--- src/rtl/reduce_pkg.sv ---
// Shared definitions for the pipelined reduction tree: operator encoding and
// elaboration-time helpers that size each tree level.
package reduce_pkg;

    localparam logic [1:0] OP_AND  = 2'b00;
    localparam logic [1:0] OP_OR   = 2'b01;
    localparam logic [1:0] OP_XOR  = 2'b10;
    localparam logic [1:0] OP_NAND = 2'b11;

    // Number of FANIN-ary levels needed to bring width down to a single bit.
    function automatic int clog_fanin(input int width, input int fanin);
        int w;
        int n;
        w = width;
        n = 0;
        while (w > 1) begin
            w = (w + fanin - 1) / fanin;
            n = n + 1;
        end
        return n;
    endfunction

    // Vector width after 'level' reduction levels (level 0 is the input).
    function automatic int level_width(input int width, input int fanin, input int level);
        int w;
        w = width;
        for (int i = 0; i < level; i++) begin
            w = (w + fanin - 1) / fanin;
        end
        return w;
    endfunction

    // Bit offset of a level inside the flattened all-levels data bus.
    function automatic int level_offset(input int width, input int fanin, input int level);
        int off;
        off = 0;
        for (int i = 0; i < level; i++) begin
            off = off + level_width(width, fanin, i);
        end
        return off;
    endfunction

    // Pad value that leaves a group reduction unchanged.
    function automatic logic identity(input logic [1:0] op);
        return (op == OP_AND) || (op == OP_NAND);
    endfunction

endpackage

--- src/rtl/reduce_stage.sv ---
// One level of the reduction tree: FANIN-wide group reduction feeding an
// elastic register slice (valid, op and partial vector).
module reduce_stage
    import reduce_pkg::*;
#(
    parameter int IN_W  = 30,
    parameter int FANIN = 4,
    parameter bit LAST  = 1'b0,
    localparam int OUT_W = (IN_W + FANIN - 1) / FANIN
) (
    input  logic              clk,
    input  logic              rst_n,
    input  logic              acc_next,
    input  logic              prev_valid,
    input  logic [1:0]        prev_op,
    input  logic [IN_W-1:0]   prev_data,
    output logic              valid,
    output logic [1:0]        op,
    output logic [OUT_W-1:0]  data
);

    localparam int PAD_W = OUT_W * FANIN;

    logic [PAD_W-1:0] padded;
    logic [OUT_W-1:0] node;
    logic [OUT_W-1:0] data_next;
    logic             en;

    genvar gi;

    // Lanes past the input width take the operator's identity so a short last
    // group reduces exactly like the real lanes alone.
    generate
        for (gi = 0; gi < PAD_W; gi++) begin : gen_pad
            if (gi < IN_W) begin : gen_lane
                assign padded[gi] = prev_data[gi];
            end else begin : gen_ident
                assign padded[gi] = identity(prev_op);
            end
        end

        for (gi = 0; gi < OUT_W; gi++) begin : gen_node
            logic [FANIN-1:0] grp;
            assign grp      = padded[gi*FANIN +: FANIN];
            assign node[gi] = (prev_op == OP_OR)  ? |grp :
                              (prev_op == OP_XOR) ? ^grp : &grp;
        end

        // NAND is carried as AND through the tree and inverted once at the end.
        if (LAST) begin : gen_last
            assign data_next = (prev_op == OP_NAND) ? ~node : node;
        end else begin : gen_mid
            assign data_next = node;
        end
    endgenerate

    assign en = !valid || acc_next;

    always_ff @(posedge clk or negedge rst_n) begin
        if (!rst_n) begin
            valid <= 1'b0;
            op    <= 2'b00;
            data  <= '0;
        end else if (en) begin
            valid <= prev_valid;
            op    <= prev_op;
            data  <= data_next;
        end
    end

endmodule

--- src/rtl/reduce_tree_pipe.sv ---
// Pipelined FANIN-ary reduction of a WIDTH-bit vector to one bit, one register
// stage per tree level, with a valid/ready elastic handshake.
module reduce_tree_pipe
    import reduce_pkg::*;
#(
    parameter int WIDTH = 30,
    parameter int FANIN = 4
) (
    input  logic             clk,
    input  logic             rst_n,
    input  logic             in_valid,
    output logic             in_ready,
    input  logic [WIDTH-1:0] in_data,
    input  logic [1:0]       in_op,
    output logic             out_valid,
    input  logic             out_ready,
    output logic             out_bit,
    output logic [1:0]       out_op
);

    localparam int STAGES  = clog_fanin(WIDTH, FANIN);
    localparam int TOTAL_W = level_offset(WIDTH, FANIN, STAGES + 1);

    // Every level's partial vector packed into one bus; level 0 is in_data.
    logic [TOTAL_W-1:0]    data_bus;
    logic [STAGES:0]       v;
    logic [2*STAGES+1:0]   op_bus;

    assign data_bus[WIDTH-1:0] = in_data;
    assign v[0]                = in_valid;
    assign op_bus[1:0]         = in_op;

    genvar gi;

    generate
        for (gi = 0; gi < STAGES; gi++) begin : gen_stage
            localparam int IN_W    = level_width(WIDTH, FANIN, gi);
            localparam int OUT_W   = level_width(WIDTH, FANIN, gi + 1);
            localparam int IN_OFF  = level_offset(WIDTH, FANIN, gi);
            localparam int OUT_OFF = level_offset(WIDTH, FANIN, gi + 1);

            logic acc_next;

            // The unrolled ready chain: downstream accepts if the sink is
            // ready or any later stage holds a bubble.
            if (gi == STAGES - 1) begin : gen_acc_out
                assign acc_next = out_ready;
            end else begin : gen_acc_mid
                assign acc_next = out_ready || !(&v[STAGES:gi+2]);
            end

            reduce_stage #(
                .IN_W  (IN_W),
                .FANIN (FANIN),
                .LAST  (gi == STAGES - 1)
            ) u_stage (
                .clk        (clk),
                .rst_n      (rst_n),
                .acc_next   (acc_next),
                .prev_valid (v[gi]),
                .prev_op    (op_bus[2*gi +: 2]),
                .prev_data  (data_bus[IN_OFF +: IN_W]),
                .valid      (v[gi+1]),
                .op         (op_bus[2*gi+2 +: 2]),
                .data       (data_bus[OUT_OFF +: OUT_W])
            );
        end
    endgenerate

    assign in_ready  = out_ready || !(&v[STAGES:1]);
    assign out_valid = v[STAGES];
    assign out_bit   = data_bus[TOTAL_W-1];
    assign out_op    = op_bus[2*STAGES +: 2];

endmodule

--- config.mk ---
export PLATFORM = sky130hd
export DESIGN_NAME = reduce_tree_pipe
export DESIGN_NICKNAME = d
export VERILOG_FILES = /design/src/rtl/reduce_pkg.sv /design/src/rtl/reduce_stage.sv /design/src/rtl/reduce_tree_pipe.sv
export SDC_FILE = /design/constraint.sdc
export NUM_CORES = 1
export LEC_CHECK = 0
export ABC_CLOCK_PERIOD_IN_PS = 1410
export BUFFER_PORTS_ARGS = -buffer_cell sky130_fd_sc_hd__clkbuf_2
export CORE_MARGIN = 4
export CORE_UTILIZATION = 45
export CTS_CLUSTER_DIAMETER = 30
export CTS_CLUSTER_SIZE = 20
export DETAILED_ROUTE_END_ITERATION = 16
export MAX_ROUTING_LAYER = met4
export PLACE_DENSITY = 0.72
export SKIP_LAST_GASP = 1
export SYNTH_ARGS = -nofsm -noshare
export SYNTH_HDL_FRONTEND = slang
export SYNTH_SLANG_ARGS = --single-unit
--- constraint.sdc ---
create_clock -name clk -period 1.41 [get_ports clk]
set_clock_uncertainty 0.15 [all_clocks]
set_input_delay 0.0705 -clock clk [delete_from_list [all_inputs] [get_ports clk]]
set_output_delay 0.0705 -clock clk [all_outputs]
set_load 0.01 [all_outputs]
Yosys cells after proc, flatten, opt, wreduce, memory -nomap -nowiden

Cells that the tools add are included.

Add/subtract/negate cells: 0
Multiply operators: 0
Div/mod/pow operators: 0
Order comparisons: 0
Equality and inequality tests: 8
Shift operators: 0
Mux-type cells: 23
Bitwise logic cells: 1
Reduce and logical (&&, ||, !) cells: 49

Operators by type and width:

| operator             | number |
|---|---|
| $reduce_xor A4 Y1    | 11 |
| $reduce_and A4 Y1    | 9 |
| $reduce_or A4 Y1     | 9 |
| $mux W1              | 23 |
| $eq A2 B2 Y1 const B | 5 |
| $reduce_and A3 Y1    | 3 |
| $logic_or A1 B1 Y1   | 7 |
| $eq A2 B1 Y1 const B | 3 |
| $reduce_or A3 Y1     | 2 |
| $logic_not A1 Y1     | 5 |
| $logic_not A2 Y1     | 2 |
| $reduce_and A2 Y1    | 1 |
| $not A1 Y1           | 1 |

Register bits after elaboration: 20
Bits in latches: 0
Bits in writable memories: 0
ROM bits: 0
Logic and storage cells: 90
Memories kept: 0

Logic depth before layout (Yosys ltp)

Gate-level depths: netlist (run 1).

Depth in word-level cells: 7
Mapped depth: 7
Depth with buffers taken out: 6

Hierarchy

From an unflattened synthesis (run 1), not the netlist that was laid out.

Cell total of the unflattened synthesis: 198
Area, all modules: 1875.5 sq um

Modules (own cells, without submodules):

| module                               | instances | cells each | area an instance (sq um) |
|---|---|---|---|
| reduce_stage at gen_stage[0].u_stage | 1         | 127        | 1204.9 |
| reduce_stage at gen_stage[1].u_stage | 1         | 40         | 386.6 |
| reduce_stage at gen_stage[2].u_stage | 1         | 28         | 261.5 |
| reduce_tree_pipe                     | 1         | 3          | 22.5 |

Worst setup path before layout (run 1)

Ideal clock, no wire load.

Kind: register -> register
Start point: register gen_stage[1].u_stage.data[0]
End point: register gen_stage[2].u_stage.data
Library setup time: 0.095 ns
Arrival: 1.190 ns
Required time: 1.165 ns
Path slack: -0.026 ns
Stages on the path, launching flop included: 7
Cell sequence: dfrtp_1 > inv_1 > ha_1 > a21oi_1 > a21oi_1 > o21a_1 > o31ai_1

Word-level cells in the longest chain between the ends: 5

Ends and longest elaborated chain:

| element                                                       | RTL line           | source |
|---|---|---|
| from (decl)                                                   | reduce_stage.sv:19 | `output logic [OUT_W-1:0] data` |
| from (signal assigned)                                        | reduce_stage.sv:67 | `data <= data_next;` |
| $reduce_xor A4 Y1 / $reduce_and A3 Y1 (equally long branches) | reduce_stage.sv:46 | `(prev_op == OP_XOR) ? ^grp : &grp;` |
| $mux W1                                                       | reduce_stage.sv:46 |  |
| $mux W1 (*)                                                   | reduce_stage.sv:45 | `assign node[gi] = (prev_op == OP_OR) ? \|grp :` |
| $not A1 Y1                                                    | reduce_stage.sv:51 | `assign data_next = (prev_op == OP_NAND) ? ~node : node;` |
| $mux W1 (*)                                                   | reduce_stage.sv:51 |  |
| to (signal assigned)                                          | reduce_stage.sv:67 |  |
| to (decl)                                                     | reduce_stage.sv:19 |  |

Mark *: on every way between the ends. The rest lies on a longest branch, timed or not.
A chain may end at the register's enable or synchronous reset.

Worst setup path after layout (run 1)

Start point: register gen_stage[1].u_stage.op[1]
End point: register gen_stage[2].u_stage.data

Word-level cells in the longest chain between the ends: 7

Ends and longest elaborated chain:

| element                                                       | RTL line                             | source |
|---|---|---|
| from (decl)                                                   | reduce_stage.sv:18                   | `output logic [1:0] op,` |
| from (signal assigned)                                        | reduce_stage.sv:66                   | `op <= prev_op;` |
| $eq A2 B2 Y1 / $logic_not A2 Y1 (equally long branches)       | reduce_pkg.sv:45, reduce_stage.sv:51 |  |
| $logic_or A1 B1 Y1                                            | reduce_pkg.sv:45                     | `return (op == OP_AND) \|\| (op == OP_NAND);` |
| $reduce_xor A4 Y1 / $reduce_and A3 Y1 (equally long branches) | reduce_stage.sv:46                   |  |
| $mux W1                                                       | reduce_stage.sv:46                   |  |
| $mux W1                                                       | reduce_stage.sv:45                   |  |
| $not A1 Y1                                                    | reduce_stage.sv:51                   |  |
| $mux W1 (*)                                                   | reduce_stage.sv:51                   |  |

Marks and branches as above.

==> reports/metrics.csv, run 1 <==
stage;metric;value;unit
outcome;outcome;finished with violations;
outcome;violations;negative setup slack;
global_route;antenna_found_initial;0;
synth;synth_cell_type_count;33;
finish;final_common_cell;clkbuf_2;
synth;synth_warnings;0;
placement;dpl.hpwl;2760;um
routing;ant_nets;0;
floorplanning;die_area;5190;um2
power;worst_ir_drop_vdd;342;uV
sta;max_freq;633;MHz
clocking;cts_tree;done;
power;seqPwrFrac;36.1;%
synth;syn_nets;285;
power;combPwrFrac;45.9;%
finish;antenna_cells;0;
placement;place_ws;-0.113;ns
finish;final_cell_mix;clkbuf_2 (40), inv_1 (38), ha_1 (38);
routing;viasPerCell;4.74;
power;p_sw;0.697;mW
sta;tightest_slew;0.564;ns
floorplanning;core;3970;um2
sta;hold_viol_final;0;
placement;placed_area;2210;um2
synth;synth_area_per_cell;9.04;um2
global_route;grt_usage;13.9;%
finish;syn2layout_area_growth;33.4;%
routing;initialDrtViolationCount;37;
sta;report.final.slew_viol_count;0;
critical_path;critPathMaxFanout;3;
global_route;grt_pass1_wl;5750;um
job;maxCapViolCount;0;
routing;routed.top_layer;met4;
floorplanning;die_w;72.0;um
power;swShare;33.6;%
routing;drcViolationCount;0;
placement;io_buffers;40;
global_route;grt_overflow_total;0;
routing;routed-wl-met3;149;um
global_route;grt_pass1_vias;1430;
clocking;cts.path.max_buffers;2;
synth;syn-cell-area;1840;um2
critical_path;path_cells;buf_4 > ha_4 > a21oi_2 > a21oi_1 > o21a_1 > o31ai_1;
routing;vias;1511;
routing;routed_wl;3630;um
power;p_clk_share;18.0;%
synth;yosysSeqAreaShare;27.1;%
finish;stdcell_area;2460;um2
clocking;clk_pin_slew;0.07;ns
power;powerDensity;843;nW/um2
critical_path;rrSetupSlack;-0.17;ns
clocking;clk_latency;0.26;ns
routing;drt-met1-wl;1580;um
critical_path;critPathLaunchType;flop;
critical_path;arrival;1.60;ns
sta;hold_ws;0.0651;ns
global_route;grt_max_degree;21;
min_path;hold_path.class;input pin to flop;
placement;routabilityCongestion;0.706;
clocking;clock-root-buffer;clkbuf_8;
critical_path;worst_ep_required_time;1.43;ns
sta;post-route-min-period;1.58;ns
power;p_int;1.38;mW
synth;synth-seq-cells;20;
sta;period_share;112;%
clocking;cts_sinks;20;
finish;fin_nets;352;
sta;fin_ws;-0.171;ns
routing;wl_met2;1840;um
clocking;cts-htree-levels;1;
floorplanning;die_h;72.0;um
routing;first_pass_iters;4;
critical_path;max_stage_delay;0.40;ns
sta;relSlewSlack;62.4;%
synth;syn_inst;204;
routing;avgRoutedWirePerCell;11.4;um
critical_path;slowest_stage;dfrtp_1;
power;totalPowerFinal;2.07;mW
sta;rsz0062_at_grt;yes;
critical_path;critPathKind;flop to flop;
critical_path;worstSetupEndpointType;flop;
power;p_leak;1.38;nW
floorplanning;start_util;46.4;%
floorplanning;ios;41;
sta;setup-violations-final;3;
floorplanning;placementRows;23;
finish;drive_gt1_share;34.6;%
clocking;cts_buffers;3;
==> sequential cells by signal, summed over array words and instances, names as in the netlist <==
name                     count
gen_stage.u_stage.op         6
gen_stage.u_stage.data      11
gen_stage.u_stage.valid      3
==> power by group through the flow <==
stage	combinational, mW	sequential [mW]	clock [mW]
2_1_floorplan	0.436	0.746	0
3_3_place_gp	0.724	0.741	0
3_5_place_dp	0.750	0.748	0
4_1_cts	0.778	0.740	0.384
5_1_grt	1.07	0.762	0.414
6_report	0.952	0.749	0.373
==> final cells by class <==
class	count	area [um2]
Clock buffer	3	41.3
Fill cell	339	1510
Inverter	46	173
Multi-Input combinational cell	131	1250
Sequential cell	20	500
Tap cell	50	62.6
Timing Repair Buffer	69	430
==> what timing repair did <==
action                                 4_1_cts  5_1_grt
setup endpoints to repair                    3        9
buffers inserted                             0        4
hold buffers                                 5        0
resized for setup                            5       20
endpoints found under the hold margin       24        0
pin swaps                                    5       10
==> routing by layer <==
layer	up-vias	GRT usage, %
li1	799	-
met1	673	17.0
met2	32	23.4
met3	7	2.22
met4	0	4.59
met5	-	-
==> synth_stat cells <==
cell	number	area, um2
clkbuf_2	2	10.0
nand3_2	1	10.0
mux2i_1	1	10.0
a32o_1	1	10.0
nand3_1	7	35.0
o21a_1	2	15.0
mux2_4	2	30.0
dfrtp_1	20	500
nand4b_1	1	8.76
a21boi_0	6	45.0
a41oi_1	1	8.76
nand2_1	15	56.3
or2b_1	1	7.51
nand2b_1	3	18.8
nand3b_1	2	15.0
o21ai_0	5	25.0
nor3_1	1	5.00
nor3b_1	1	7.51
inv_1	46	173
xnor2_1	1	8.76
nor2b_1	1	6.26
o31ai_1	1	7.51
a21oi_1	5	25.0
a31oi_1	8	50.1
buf_6	2	22.5
ha_1	45	563
nor2_1	2	7.51
o22ai_1	6	37.5
o32ai_1	1	8.76
o221ai_1	1	8.76
nor2b_4	1	13.8
xor2_1	9	78.8
buf_2	3	15.0
==> logic make-up (layout without fill, tap and decap cells) <==
group           count (synthesis)  in the layout  synth area share (%)
compound gates                 37             37                  13.1
xor+xnor                       10             10                  4.75
fa+ha+maj                      45             45                  30.5
buf+inv                        53            118                  11.9
flops                          20             20                  27.1
mux                             3              3                  2.17
simple gates                   36             36                  10.4
==> critical path: cells and delay by family (launching register included) <==
| kind | cells | cell delay (ns) |
|---|---|---|
| compound gates | 4 | 0.60 |
| fa+ha+maj | 1 | 0.17 |
| buf+inv | 1 | 0.15 |
| flops | 1 | 0.40 |
==> metrics by stage <==
stage / std cells / utilization (%) / setup TNS [ns]
after floorplan: 204 / - / -0.0258
after global placement: 307 / 55.6 / -0.0703
after detailed placement: 307 / 55.6 / -0.177
after CTS: 315 / 58.3 / -0.131
after global routing: 319 / 61.9 / -0.417
final: 319 / 61.9 / -0.183
==> worst paths after layout <==
check | from | depth (start not counted) | end
worst min register to register | gen_stage[2].u_stage.op[0] | 2 | gen_stage[2].u_stage.op[0]
max in group asynchronous | rst_n | 2 | gen_stage[1].u_stage.data[1]
worst max register to register | gen_stage[1].u_stage.op[1] | 6 | gen_stage[2].u_stage.data
worst min-delay path | out_ready | 4 | gen_stage[0].u_stage.data[1]
worst max-delay path | gen_stage[1].u_stage.op[1] | 6 | gen_stage[2].u_stage.data
min in group asynchronous | rst_n | 2 | gen_stage[2].u_stage.data
(Power assumes the default switching activity.)
==> run 2, diff against run 1 <==
- CORE_UTILIZATION: 45 -> 49
- PLACE_DENSITY: 0.72 -> 0.77
==> reports/metrics.csv, run 2 (synthesis gave the netlist of run 1 again) <==
stage;metric;value;unit;change
placement;place_ws;-0.0963;ns;+0.0171 ns
finish;largest_register_ffs;11;;unchanged
power;seqPwrFrac;33.9;%;-2.2 points
critical_path;reg2reg_depth;6;;unchanged
outcome;violations;negative setup slack;;
floorplanning;die_area;4810;um2;-7.3%
clocking;clock-root-buffer;clkbuf_8;;
floorplanning;placementRows;22;;-4.3%
power;swShare;33.6;%;about the same
sta;setup_tns;-0.164;ns;+0.0190 ns
critical_path;worstSetupEndpointType;flop;;
floorplanning;core;3660;um2;-7.8%
clocking;cts_tree;done;;
sta;rsz0062_at_grt;yes;;
power;powerDensity;852;nW/um2;+1.1%
routing;first_pass_iters;4;;unchanged
power;totalPowerFinal;2.22;mW;+7.0%
floorplanning;ios;41;;unchanged
routing;avgRoutedWirePerCell;12.2;um;+7.6%
clocking;clk_pin_slew;0.08;ns;about the same
clocking;clk_latency;0.26;ns;about the same
power;p_leak;1.46;nW;+5.8%
sta;period_share;109;%;-3.3 points
sta;report.final.slew_viol_count;0;;unchanged
clocking;cts_buffers;3;;unchanged
global_route;antenna_found_initial;0;;unchanged
critical_path;rrSetupSlack;-0.12;ns;+0.05 ns
finish;max_flop_register;gen_stage.u_stage.data;;
min_path;whs_path_depth;4;;unchanged
routing;initialDrtViolationCount;28;;-24%
floorplanning;die_h;69.4;um;-3.7%
clocking;cts_sinks;20;;unchanged
global_route;grt_pass1_wl;6640;um;+16%
critical_path;critPathLaunchType;flop;;
finish;reg_top3;gen_stage.u_stage.data (11), gen_stage.u_stage.op (6), gen_stage.u_stage.valid (3);;
job;maxCapViolCount;0;;unchanged
power;worst_ir_drop_vdd;413;uV;+21%
global_route;grt_usage;17.0;%;+3.1 points
finish;final_common_cell;buf_4;;
routing;vias;1617;;+7.0%
global_route;grt_overflow_total;0;;unchanged
clocking;cts.path.max_buffers;2;;unchanged
sta;post-route-min-period;1.53;ns;-0.0467 ns
sta;hold_viol_final;0;;unchanged
global_route;grt_max_degree;21;;unchanged
critical_path;critPathMaxFanout;2;;-1
min_path;hold_path.class;input pin to flop;;
routing;drcViolationCount;0;;unchanged
clocking;cts-htree-levels;1;;unchanged
placement;io_buffers;40;;unchanged
finish;nFillCells;296;;-13%
sta;fin_ws;-0.124;ns;+0.0467 ns
critical_path;cp-startpoint;gen_stage[1].u_stage.data[0];;
sta;setup-violations-final;2;;-1
finish;final_core_util;71.1;%;+9.2 points
sta;relSlewSlack;64.1;%;+1.7 points
sta;hold_ws;0.0814;ns;+0.0164 ns
placement;routabilityCongestion;0.813;;+15%
outcome;outcome;finished with violations;;
routing;viasPerCell;4.84;;+2.2%
finish;antenna_cells;0;;unchanged
sta;max_freq;652;MHz;+3.0%
critical_path;critPathKind;flop to flop;;
sta;tightest_slew;0.539;ns;-0.0250 ns
finish;drive_gt1_share;40.2;%;+5.6 points
critical_path;worst_ep_required_time;1.44;ns;about the same
finish;fin_nets;369;;+4.8%
floorplanning;die_w;69.4;um;-3.7%
routing;ant_nets;0;;unchanged
power;p_sw;0.746;mW;+7.1%
critical_path;rr_startpoint;gen_stage[1].u_stage.data[0];;
floorplanning;start_util;50.4;%;+3.9 points
finish;final_cell_mix;buf_4 (40), clkbuf_2 (39), ha_1 (37);;
routing;routed_wl;4090;um;+13%
finish;syn2layout_area_growth;41.2;%;
power;p_clk_share;17.4;%;-0.6 points
min_path;worstHoldStart;out_ready;;
global_route;grt_pass1_vias;1645;;+15%
critical_path;arrival;1.56;ns;-0.04 ns
power;combPwrFrac;48.7;%;+2.8 points
placement;dpl.hpwl;2840;um;+2.8%
power;p_int;1.47;mW;+7.0%
-- run 2: repair_timing --
| action | CTS | global route |
|---|---|---|
| endpoints found under the hold margin | 24 | 0 |
| setup endpoints to repair | 4 | 5 |
| setup buffers | 10 | 11 |
| pin swaps | 13 | 9 |
| gates cloned | 0 | 0 |
| resized for setup | 12 | 20 |
| hold buffers | 5 | 0 |
-- run 2: worst paths after layout --
check | endpoint
setup / recovery | gen_stage[2].u_stage.data
hold / removal | gen_stage[0].u_stage.op[0]
setup reg to reg | gen_stage[2].u_stage.data
hold reg to reg | gen_stage[2].u_stage.op[0]
max in group asynchronous | gen_stage[0].u_stage.data[3]
min in group asynchronous | gen_stage[2].u_stage.data
-- run 2: area by class of cell --
class	count	area [um2]	area share, %
Multi-Input combinational cell	131	1260	48.4
Inverter	46	173	6.63
Clock buffer	3	41.3	1.59
Timing Repair Buffer	86	568	21.8
Sequential cell	20	500	19.2
Tap cell	48	60.1	2.31
-- run 2: per-stage QoR --
| stage | area (um2) | instances |
|---|---|---|
| after floorplan | 1840 | 204 |
| after CTS | 2430 | 323 |
| final | 2600 | 334 |
| after global placement | 2210 | 305 |
| after detailed placement | 2210 | 305 |
| after global routing | 2600 | 334 |
-- run 2: power by group through the flow --
stage	registers, mW	logic [mW]	clock network [mW]
finish	0.752	1.08	0.386
global route	0.769	1.21	0.421
detailed placement	0.749	0.740	0
floorplan	0.746	0.436	0
CTS	0.745	0.866	0.396
global placement	0.741	0.722	0
-- run 2: worst max-delay path, cell delays in order (launching register included) --
cell     delay, ns
dfrtp_1       0.41
inv_2         0.09
ha_4          0.20
a21oi_2       0.14
a21oi_2       0.06
o21a_1        0.19
o31ai_1       0.21
-- run 2: routing by layer --
metal / routed length, um / share of wire [%] / up-vias / GRT usage, %
met5: 0 / 0 / - / -
met4: 110 / 2.7 / 0 / 6.51
met3: 176 / 4.3 / 11 / 2.03
met2: 2180 / 53 / 36 / 31.7
met1: 1620 / 40 / 740 / 18.2
li1: - / - / 830 / -
